[config.mk]
export PLATFORM = sky130hd
export DESIGN_NAME = axis_to_video_out
export DESIGN_NICKNAME = d
export VERILOG_FILES = /design/src/rtl/video_timing_pkg.sv /design/src/rtl/sync_fifo_fwft.sv /design/src/rtl/axis_to_video_out.sv
export SDC_FILE = /design/constraint.sdc
export NUM_CORES = 2
export LEC_CHECK = 0
export BUFFER_PORTS_ARGS = -buffer_cell sky130_fd_sc_hd__buf_2
export CELL_PAD_IN_SITES_DETAIL_PLACEMENT = 1
export CELL_PAD_IN_SITES_GLOBAL_PLACEMENT = 2
export CORE_ASPECT_RATIO = 1.2
export CORE_UTILIZATION = 57
export CTS_BUF_LIST = sky130_fd_sc_hd__clkbuf_8
export DETAILED_ROUTE_END_ITERATION = 10
export GPL_TIMING_DRIVEN = 0
export PLACE_DENSITY = 0.91
export SKIP_LAST_GASP = 1
export SYNTH_ARGS = -nofsm -noshare
export SYNTH_HDL_FRONTEND = slang
export SYNTH_SLANG_ARGS = --single-unit
[constraint.sdc]
create_clock -name clk -period 16.39 [get_ports clk]
set_clock_uncertainty 0.2 [all_clocks]
set_input_delay 2.4585 -clock clk [delete_from_list [all_inputs] [get_ports clk]]
set_output_delay 2.4585 -clock clk [all_outputs]
set_load 0.01 [all_outputs]
[src/rtl/video_timing_pkg.sv]
// Shared raster timing defaults (720p), bridge state encoding and
// line/frame length helpers for the video output path.
package video_timing_pkg;

   localparam int DEF_DATA_W   = 24;
   localparam int DEF_H_ACTIVE = 1280;
   localparam int DEF_H_FP     = 110;
   localparam int DEF_H_SYNC   = 40;
   localparam int DEF_H_BP     = 220;
   localparam int DEF_V_ACTIVE = 720;
   localparam int DEF_V_FP     = 5;
   localparam int DEF_V_SYNC   = 5;
   localparam int DEF_V_BP     = 20;

   typedef enum logic [1:0] {
      WAIT_SOF = 2'd0,
      RUN      = 2'd1,
      FLUSH    = 2'd2
   } state_e;

   function automatic int h_tot(input int act, input int fp, input int sync, input int bp);
      return act + fp + sync + bp;
   endfunction

   function automatic int v_tot(input int act, input int fp, input int sync, input int bp);
      return act + fp + sync + bp;
   endfunction

endpackage

[src/rtl/sync_fifo_fwft.sv]
// Synchronous first-word-fall-through FIFO: rdata_o shows the head entry
// whenever empty_o is low. Push when full and pop when empty are ignored.
module sync_fifo_fwft #(
   parameter int WIDTH = 8,
   parameter int DEPTH = 4
) (
   input  logic                     clk,
   input  logic                     rst,
   input  logic                     push_i,
   input  logic [WIDTH-1:0]         wdata_i,
   input  logic                     pop_i,
   output logic [WIDTH-1:0]         rdata_o,
   output logic                     empty_o,
   output logic                     full_o,
   output logic [$clog2(DEPTH):0]   count_o
);

   localparam int AW = $clog2(DEPTH);
   localparam int CW = AW + 1;

   logic [WIDTH-1:0] mem_q [DEPTH];
   logic [AW-1:0]    wr_ptr_q;
   logic [AW-1:0]    rd_ptr_q;
   logic [CW-1:0]    count_q;
   logic             do_push;
   logic             do_pop;

   assign full_o  = (count_q == CW'(DEPTH));
   assign empty_o = (count_q == '0);
   assign count_o = count_q;
   assign rdata_o = mem_q[rd_ptr_q];
   assign do_push = push_i & ~full_o;
   assign do_pop  = pop_i & ~empty_o;

   // Pointers wrap naturally because DEPTH is a power of two.
   always_ff @(posedge clk) begin
      if (rst) begin
         wr_ptr_q <= '0;
         rd_ptr_q <= '0;
         count_q  <= '0;
      end else begin
         if (do_push) wr_ptr_q <= wr_ptr_q + AW'(1);
         if (do_pop)  rd_ptr_q <= rd_ptr_q + AW'(1);
         case ({do_push, do_pop})
            2'b10:   count_q <= count_q + CW'(1);
            2'b01:   count_q <= count_q - CW'(1);
            default: count_q <= count_q;
         endcase
      end
   end

   always_ff @(posedge clk) begin
      if (do_push) mem_q[wr_ptr_q] <= wdata_i;
   end

endmodule

[src/rtl/axis_to_video_out.sv]
// AXI-Stream pixel stream to raster video (vsync/hsync/den + RGB). Buffers
// pixels in a FWFT FIFO and re-locks to tuser after underflow or misalignment.
module axis_to_video_out
   import video_timing_pkg::*;
#(
   parameter int DATA_W     = DEF_DATA_W,
   parameter int H_ACTIVE   = DEF_H_ACTIVE,
   parameter int H_FP       = DEF_H_FP,
   parameter int H_SYNC     = DEF_H_SYNC,
   parameter int H_BP       = DEF_H_BP,
   parameter int V_ACTIVE   = DEF_V_ACTIVE,
   parameter int V_FP       = DEF_V_FP,
   parameter int V_SYNC     = DEF_V_SYNC,
   parameter int V_BP       = DEF_V_BP,
   parameter int FIFO_DEPTH = 64,
   parameter int PREFILL    = 32
) (
   input  logic              clk,
   input  logic              rst,
   input  logic [DATA_W-1:0] s_axis_tdata,
   input  logic              s_axis_tvalid,
   output logic              s_axis_tready,
   input  logic              s_axis_tuser,
   input  logic              s_axis_tlast,
   output logic              out_vsync,
   output logic              out_hsync,
   output logic              out_den,
   output logic [DATA_W-1:0] out_data,
   output logic              underflow,
   output logic              sof_error,
   output state_e            state_o
);

   localparam int H_TOT = h_tot(H_ACTIVE, H_FP, H_SYNC, H_BP);
   localparam int V_TOT = v_tot(V_ACTIVE, V_FP, V_SYNC, V_BP);
   localparam int HW    = $clog2(H_TOT);
   localparam int VW    = $clog2(V_TOT);
   localparam int CW    = $clog2(FIFO_DEPTH) + 1;
   localparam int EW    = DATA_W + 2;

   localparam logic [HW-1:0] H_ACT_L  = HW'(H_ACTIVE);
   localparam logic [HW-1:0] H_LAST_L = HW'(H_ACTIVE - 1);
   localparam logic [HW-1:0] H_SS_L   = HW'(H_ACTIVE + H_FP);
   localparam logic [HW-1:0] H_SE_L   = HW'(H_ACTIVE + H_FP + H_SYNC);
   localparam logic [HW-1:0] H_END_L  = HW'(H_TOT - 1);
   localparam logic [VW-1:0] V_ACT_L  = VW'(V_ACTIVE);
   localparam logic [VW-1:0] V_SS_L   = VW'(V_ACTIVE + V_FP);
   localparam logic [VW-1:0] V_SE_L   = VW'(V_ACTIVE + V_FP + V_SYNC);
   localparam logic [VW-1:0] V_END_L  = VW'(V_TOT - 1);

   logic [EW-1:0]     fifo_rdata;
   logic              fifo_empty;
   logic              fifo_full;
   logic [CW-1:0]     fifo_count;
   logic              push;
   logic              pop;
   logic              head_user;
   logic              head_last;
   logic [DATA_W-1:0] head_data;

   state_e            state_q;
   logic [HW-1:0]     h_q, h_d;
   logic [VW-1:0]     v_q, v_d;
   logic              vsync_q, hsync_q, den_q, underflow_q, sof_error_q;
   logic [DATA_W-1:0] data_q;
   logic              pix_active, frame_wrap, tuser_bad, tlast_bad, start_ok;

   // A beat transfers on a clock where tvalid && tready are both high;
   // tready depends only on FIFO occupancy, never on tvalid.
   assign s_axis_tready = ~fifo_full;
   assign push          = s_axis_tvalid & s_axis_tready;
   assign head_user     = fifo_rdata[EW-1];
   assign head_last     = fifo_rdata[EW-2];
   assign head_data     = fifo_rdata[DATA_W-1:0];

   sync_fifo_fwft #(
      .WIDTH (EW),
      .DEPTH (FIFO_DEPTH)
   ) u_fifo (
      .clk     (clk),
      .rst     (rst),
      .push_i  (push),
      .wdata_i ({s_axis_tuser, s_axis_tlast, s_axis_tdata}),
      .pop_i   (pop),
      .rdata_o (fifo_rdata),
      .empty_o (fifo_empty),
      .full_o  (fifo_full),
      .count_o (fifo_count)
   );

   always_comb begin
      pix_active = (h_q < H_ACT_L) && (v_q < V_ACT_L);
      frame_wrap = (h_q == H_END_L) && (v_q == V_END_L);
      tuser_bad  = head_user != ((h_q == '0) && (v_q == '0));
      tlast_bad  = head_last != (h_q == H_LAST_L);
      start_ok   = ~fifo_empty && head_user && (fifo_count >= CW'(PREFILL));
      h_d        = (h_q == H_END_L) ? '0 : h_q + HW'(1);
      v_d        = v_q;
      if (h_q == H_END_L) v_d = (v_q == V_END_L) ? '0 : v_q + VW'(1);
      pop = 1'b0;
      case (state_q)
         WAIT_SOF, FLUSH: pop = ~fifo_empty & ~head_user;
         RUN:             pop = pix_active & ~fifo_empty & ~tuser_bad & ~tlast_bad;
         default:         pop = 1'b0;
      endcase
   end

   always_ff @(posedge clk) begin
      if (rst) begin
         state_q     <= WAIT_SOF;
         h_q         <= '0;
         v_q         <= '0;
         vsync_q     <= 1'b0;
         hsync_q     <= 1'b0;
         den_q       <= 1'b0;
         data_q      <= '0;
         underflow_q <= 1'b0;
         sof_error_q <= 1'b0;
      end else begin
         underflow_q <= 1'b0;
         sof_error_q <= 1'b0;
         case (state_q)
            WAIT_SOF: begin
               h_q     <= '0;
               v_q     <= '0;
               vsync_q <= 1'b0;
               hsync_q <= 1'b0;
               den_q   <= 1'b0;
               data_q  <= '0;
               if (start_ok) state_q <= RUN;
            end
            RUN, FLUSH: begin
               h_q     <= h_d;
               v_q     <= v_d;
               hsync_q <= (h_q >= H_SS_L) && (h_q < H_SE_L);
               vsync_q <= (v_q >= V_SS_L) && (v_q < V_SE_L);
               den_q   <= pix_active;
               data_q  <= '0;
               // A bad pixel is blanked; FLUSH keeps timing until the frame ends.
               if (state_q == RUN && pix_active) begin
                  if (fifo_empty) begin
                     underflow_q <= 1'b1;
                     state_q     <= FLUSH;
                  end else if (tuser_bad || tlast_bad) begin
                     sof_error_q <= 1'b1;
                     state_q     <= FLUSH;
                  end else begin
                     data_q <= head_data;
                  end
               end else if (state_q == FLUSH && frame_wrap) begin
                  state_q <= WAIT_SOF;
               end
            end
            default: state_q <= WAIT_SOF;
         endcase
      end
   end

   assign out_vsync = vsync_q;
   assign out_hsync = hsync_q;
   assign out_den   = den_q;
   assign out_data  = data_q;
   assign underflow = underflow_q;
   assign sof_error = sof_error_q;
   assign state_o   = state_q;

endmodule

======== After elaboration in Yosys (flattened, before gate mapping) ========
Memory sizes are Yosys's and may differ from the RTL's. A register that Yosys moved wholly into a read port is not among the register bits.
Cells that the tools add are included.
operators by class
  equality and inequality tests ........... 14
  muxes and demuxes ....................... 26
  add/sub/neg operators ................... 6
  bitwise logic cells ..................... 14
  order comparisons ....................... 7
  reductions and logical operators ........ 22
operator list
  cell                                                             count
  24-bit 2-to-1 mux                                                3
  24-bit case mux with 2 select lines                              1
  11-bit == test, second input constant                            2
  11-bit < comparator, second input constant                       2
  11-bit case mux with 2 select lines                              1
  10-bit < comparator, second input constant                       2
  10-bit 2-to-1 mux                                                2
  10-bit case mux with 2 select lines                              1
  7-bit case mux with 2 select lines                               1
  6-bit by 1-bit adder with 6-bit output, second input constant    2
  6-bit 2-to-1 mux                                                 2
  11-bit by 1-bit adder with 11-bit output, second input constant  1
  11-bit greater-or-equal comparator, second input constant        1
  11-bit zero test                                                 1
  11-bit 2-to-1 mux                                                1
  10-bit by 1-bit adder with 10-bit output, second input constant  1
  10-bit == test, second input constant                            1
  10-bit greater-or-equal comparator, second input constant        1
  10-bit zero test                                                 1
  2-bit 2-to-1 mux                                                 5
  1-bit logical AND                                                9
  1-bit case mux with 2 select lines                               4
  7-bit by 1-bit adder with 7-bit output, second input constant    1
  1-bit bitwise AND                                                7
  21 further kinds                                                 36
storage, ports and cells
  output and inout port bits .............. 32
  logic and storage cells ................. 102
  input port bits ......................... 29
  bits in writable memories ............... 1664
  flip-flop bits (word level) ............. 71
  memories ................................ 1
memories
  name          words  width  read ports  clocked after memory_dff  write ports  line                  RTL
  u_fifo.mem_q  64     26     1           1                         1            sync_fifo_fwft.sv:21  logic [WIDTH-1:0] mem_q [DEPTH];

======== Depth between registers and ports, before layout ========
  word-level depth ........................ 10
  gate-level depth with buffers ........... 24
  gate-level depth less buffers ........... 19

======== Modules after synthesis ========
From an unflattened synthesis, not the netlist that was laid out.
unflattened totals
  cell total of the unflattened synthesis .. 3174
  area, all modules ....................... 67354.6 µm²
modules (own cells, without submodules)
  module             area each (µm²)  cells an instance  times used
  sync_fifo_fwft     64844.7          2881               1
  axis_to_video_out  2509.9           293                1

======== Worst setup path before layout ========
No wires, ideal clock.
  kind .................................... input to register
  start point ............................. input s_axis_tvalid
  end point ............................... register u_fifo.count_q[6] (netlist: u_fifo.count_o[6])
  setup time .............................. 0.132 ns
  required time ........................... 16.058 ns
  arrival time ............................ 4.987 ns
  slack ................................... 11.070 ns
  stages .................................. 14
  cell sequence ........................... and2_1 -> inv_1 -> ha_1 -> buf_1 -> xor2_1 -> ha_1 -> a21oi_1 -> and3b_1 -> a221oi_1 -> o21bai_1 -> a22o_1 -> a222oi_1 -> or3_1 -> a21oi_1
between the ends
  longest elaborated chain between the ends .. 4
  elaborated cells on any way between the ends .. 6
RTL lines
  item                                                                       line                     RTL
  start: declaration                                                         axis_to_video_out.sv:21  input logic s_axis_tvalid,
  1-bit bitwise AND *                                                        axis_to_video_out.sv:71  assign push = s_axis_tvalid & s_axis_tready;
  1-bit bitwise AND *                                                        sync_fifo_fwft.sv:32     assign do_push = push_i & ~full_o;
  2-bit by 1-bit == test with 1-bit output or 2-bit == test (tied branches)  sync_fifo_fwft.sv:44     case ({do_push, do_pop})
  7-bit case mux with 2 select lines or 2-bit nonzero test (tied branches)   --
  end signal: assignment                                                     sync_fifo_fwft.sv:45     2'b10: count_q <= count_q + CW'(1);
  end signal: assignment                                                     sync_fifo_fwft.sv:46     2'b01: count_q <= count_q - CW'(1);
  end signal: assignment                                                     sync_fifo_fwft.sv:47     default: count_q <= count_q;
  end: declaration                                                           sync_fifo_fwft.sv:24     logic [CW-1:0] count_q;
Mark *: on every way between the ends. The rest lies on a longest branch, timed or not.
A chain may end at the register's enable or synchronous reset.

==> out/qor.txt <==
CTS resizes: 0
Starting DRT DRC Count: 5904
global route overflow: 0
clock tree buffer depth: 3
first-pass GRT wire length: 294 mm
share of layout cells above drive strength 1: 0.307
Tcrit/Tclk final: 0.464
Final Hold Violating Endpoints: 0
net count after synthesis: 2961
Die W: 315 um
Final Max Tran Viols: 11
synth cell count leaders: edfxtp_1, mux4_2, nor2_1, clkbuf_1, dfxtp_1
CP peak stage delay: 0.53 ns
worst path cell trace: buf_2 -> buf_4 -> buf_4 -> buf_2 -> buf_2 -> nand3_1 -> nand4_1 -> and4_1 -> a21boi_0 -> or4_1 -> buf_1 -> nand2_1 -> ha_1 -> buf_1 -> xor2_1 -> ha_1 -> a21oi_1 -> o21ai_0 -> a221oi_1 -> o21bai_1 -> a22o_1 -> a222oi_1 -> o21ai_0 -> a21oi_1
sequential-to-total area share from yosys stat: 0.768
synthesized cell area: 67100 sq um
DRT Wirelength: 213 mm
Pre-antenna DRT Iters: 8
largest net degree at the start of global routing: 65
Async S/R FF share, synth: 0
number of nets in the layout: 3305
Top delay family on crit path: buffers and inverters
mean post-synth cell area: 23.0 sq um
crit path DAT: 8.33 ns
hold_ws: 0.328 ns
net switching power: 2890 uW
Synth area leader: edfxtp_1
worst skew pair latency: 1.05 ns
P_int: 7220 uW
Vias: 36235
Synth cell types: 64
Finished Core Util: 0.649
die area: 119000 sq um
RSZ-0062 raised after global routing: no
placed instance area: 70800 sq um
Critical Path RT: 17.12 ns
post-layout minimum cycle time: 7.60 ns
Place WS: 9.55 ns
leakage power: 0.0230 uW
crit path buf inv count: 7
Die Height: 378 um
slowest CP cell: or4_1
CP endpoint kind: flip-flop
share of the synthesized area in the top cell type: 0.745
CP Max Fanout: 10
initial antenna violation count: 22
register-to-register setup slack: 8.79 ns
dominant synthesized flop cell: edfxtp_1
crit path launch type: flip-flop
Worst Max-Slew Pin Slew: 1.60 ns
class of the worst hold path: flip-flop to flip-flop
sw frac: 0.286
Crit Path Category: flip-flop to flip-flop
failing checks: DRC, capacitance limit, slew limit
# setup viols final: 0
Num CTS Buffers: 239
Clock transition at path regs: 0.08 ns
post-detail-place hpwl: 121 mm
Post-synth EDFFs: 1664
max-cap viol count: 1
total power divided by cell area: 134 nW/um^2
most frequent cell after synthesis: edfxtp_1
FP Rows: 137
DR WL/cell: 42.6 um
core area: 117000 sq um
synthesized flop and latch total: 1741
# fillers: 9219
PortBufs: 59
CTS tree: done
GRT Total Usage: 0.366
DR DRC count: 16
Gate power share: 0.169
status: finished, violations left
CTS Root Cell: clkbuf_8
vias in the first global route: 37004
design area: 75600 sq um
Detail Route Antenna Nets: 0
Fmax achieved: 132 MHz
post-CTS setup repair buffer count: 0
TNS Setup: 0 ns
routability cong.: 0.938
main area contributors after synthesis: edfxtp_1, mux4_2, dfxtp_1, nor2_1, clkbuf_1
Syn Inst Count: 2915
Initial Utilization: 0.576
Clk pwr share: 0.342
setup slack after layout: 8.79 ns
I/O Pins: 61
CTS Hold Buffers Added: 0
clock sinks: 1741
H-tree levels: 4
Via density: 7.25
Max IR drop VDD: 0.0000732 V
Syn-to-layout area delta: 12.7%
sequential power share: 0.489
Slew headroom: -0.0690
most frequent CP cell: buf_2
synth warn: 0
==> worst paths after layout <==
check                         startpoint                              to  depth (start not counted)
setup / recovery               flip-flop  u_fifo.count_o[6]$_SDFFE_PP0P_                         24
hold reg to reg   out_vsync$_SDFFE_PP0P_          out_vsync$_SDFFE_PP0P_                          2
setup reg to reg               flip-flop  u_fifo.count_o[6]$_SDFFE_PP0P_                         24
hold / removal    out_vsync$_SDFFE_PP0P_          out_vsync$_SDFFE_PP0P_                          2
==> metrics by stage <==
step | std cells | power [uW]
detailed placement | 4543 | 6630
finish | 4997 | 10100
CTS | 4982 | 10100
global route | 4988 | 10200
floorplan | 2915 | 6000
global placement | 4503 | 6530
==> kinds of logic after synthesis <==
kind of cell,Yosys count,share of synthesized area
muxes,559,0.183
buffers and inverters,169,0.0102
DFF,1741,0.768
xor gates and xnor gates,20,0.00261
and+or+nand+nor,296,0.0213
adders and majority gates,17,0.00317
AOI/OAI and AO/OA,113,0.0124
==> state kept, by name, summed over array words and instances (netlist names), named ones only <==
signal / flops
state_o: 2
sof_error: 1
out_den: 1
u_fifo.rd_ptr_q: 6
u_fifo.mem_q: 1664
underflow: 1
out_hsync: 1
v_q: 10
u_fifo.count_o: 7
h_q: 11
out_data: 24
u_fifo.wr_ptr_q: 6
out_vsync: 1
==> power groups by stage <==
stage / clock network (uW) / registers, uW / logic, uW
2_1_floorplan: 0 / 5020 / 974
3_3_place_gp: 0 / 5030 / 1500
3_5_place_dp: 0 / 5030 / 1590
4_1_cts: 3460 / 4940 / 1660
5_1_grt: 3580 / 4940 / 1730
6_report: 3460 / 4940 / 1710
==> cell type report <==
class	instances	area, sq um	share of cell area
antenna	11	27.5	0.000364
buffer	155	639	0.00846
clock buffer	245	3370	0.0446
clock inverter	194	1310	0.0174
inverter	14	52.6	0.000695
multi-input combinational	1005	15400	0.204
sequential	1741	51500	0.681
tap	1529	1910	0.0253
timing repair buffer	103	1400	0.0185
==> layout by cell type, fill, tap and decap left out, drive strengths merged, types with 4 or more instances in the layout <==
cell / netlist / routed
edfxtp: 1664 / 1664
mux4: 532 / 532
clkbuf: 96 / 343
buf: 59 / 160
nor2: 120 / 120
clkinv: 0 / 105
inv: 14 / 85
dfxtp: 77 / 77
nand2: 46 / 46
nor2b: 37 / 37
a21oi: 26 / 26
nand3: 24 / 24
a32o: 24 / 24
mux2i: 19 / 19
o21ai: 17 / 17
ha: 17 / 17
xor2: 15 / 15
bufinv: 0 / 15
diode: 0 / 11
nor3: 11 / 11
nand4: 9 / 9
and3: 8 / 8
mux2: 8 / 8
nand3b: 7 / 7
a22oi: 7 / 7
or3: 7 / 7
a311oi: 5 / 5
xnor2: 5 / 5
a31oi: 5 / 5
nand2b: 4 / 4
nor4: 4 / 4
nand4b: 4 / 4
a211oi: 4 / 4
==> worst min-delay path, delay by kind of cell (launching register included) <==
kind               cells  cell delay [ns]
AOI/OAI and AO/OA      1             0.07
and+or+nand+nor        1             0.08
DFF                    1             0.34
==> routing by layer <==
metal | global-route usage | share of wire
met3 | 0.101 | 0.12
met1 | 0.445 | 0.32
met2 | 0.584 | 0.48
met4 | 0.225 | 0.075
met5 | 0 | 0.00032
(Power assumes the default switching activity.)
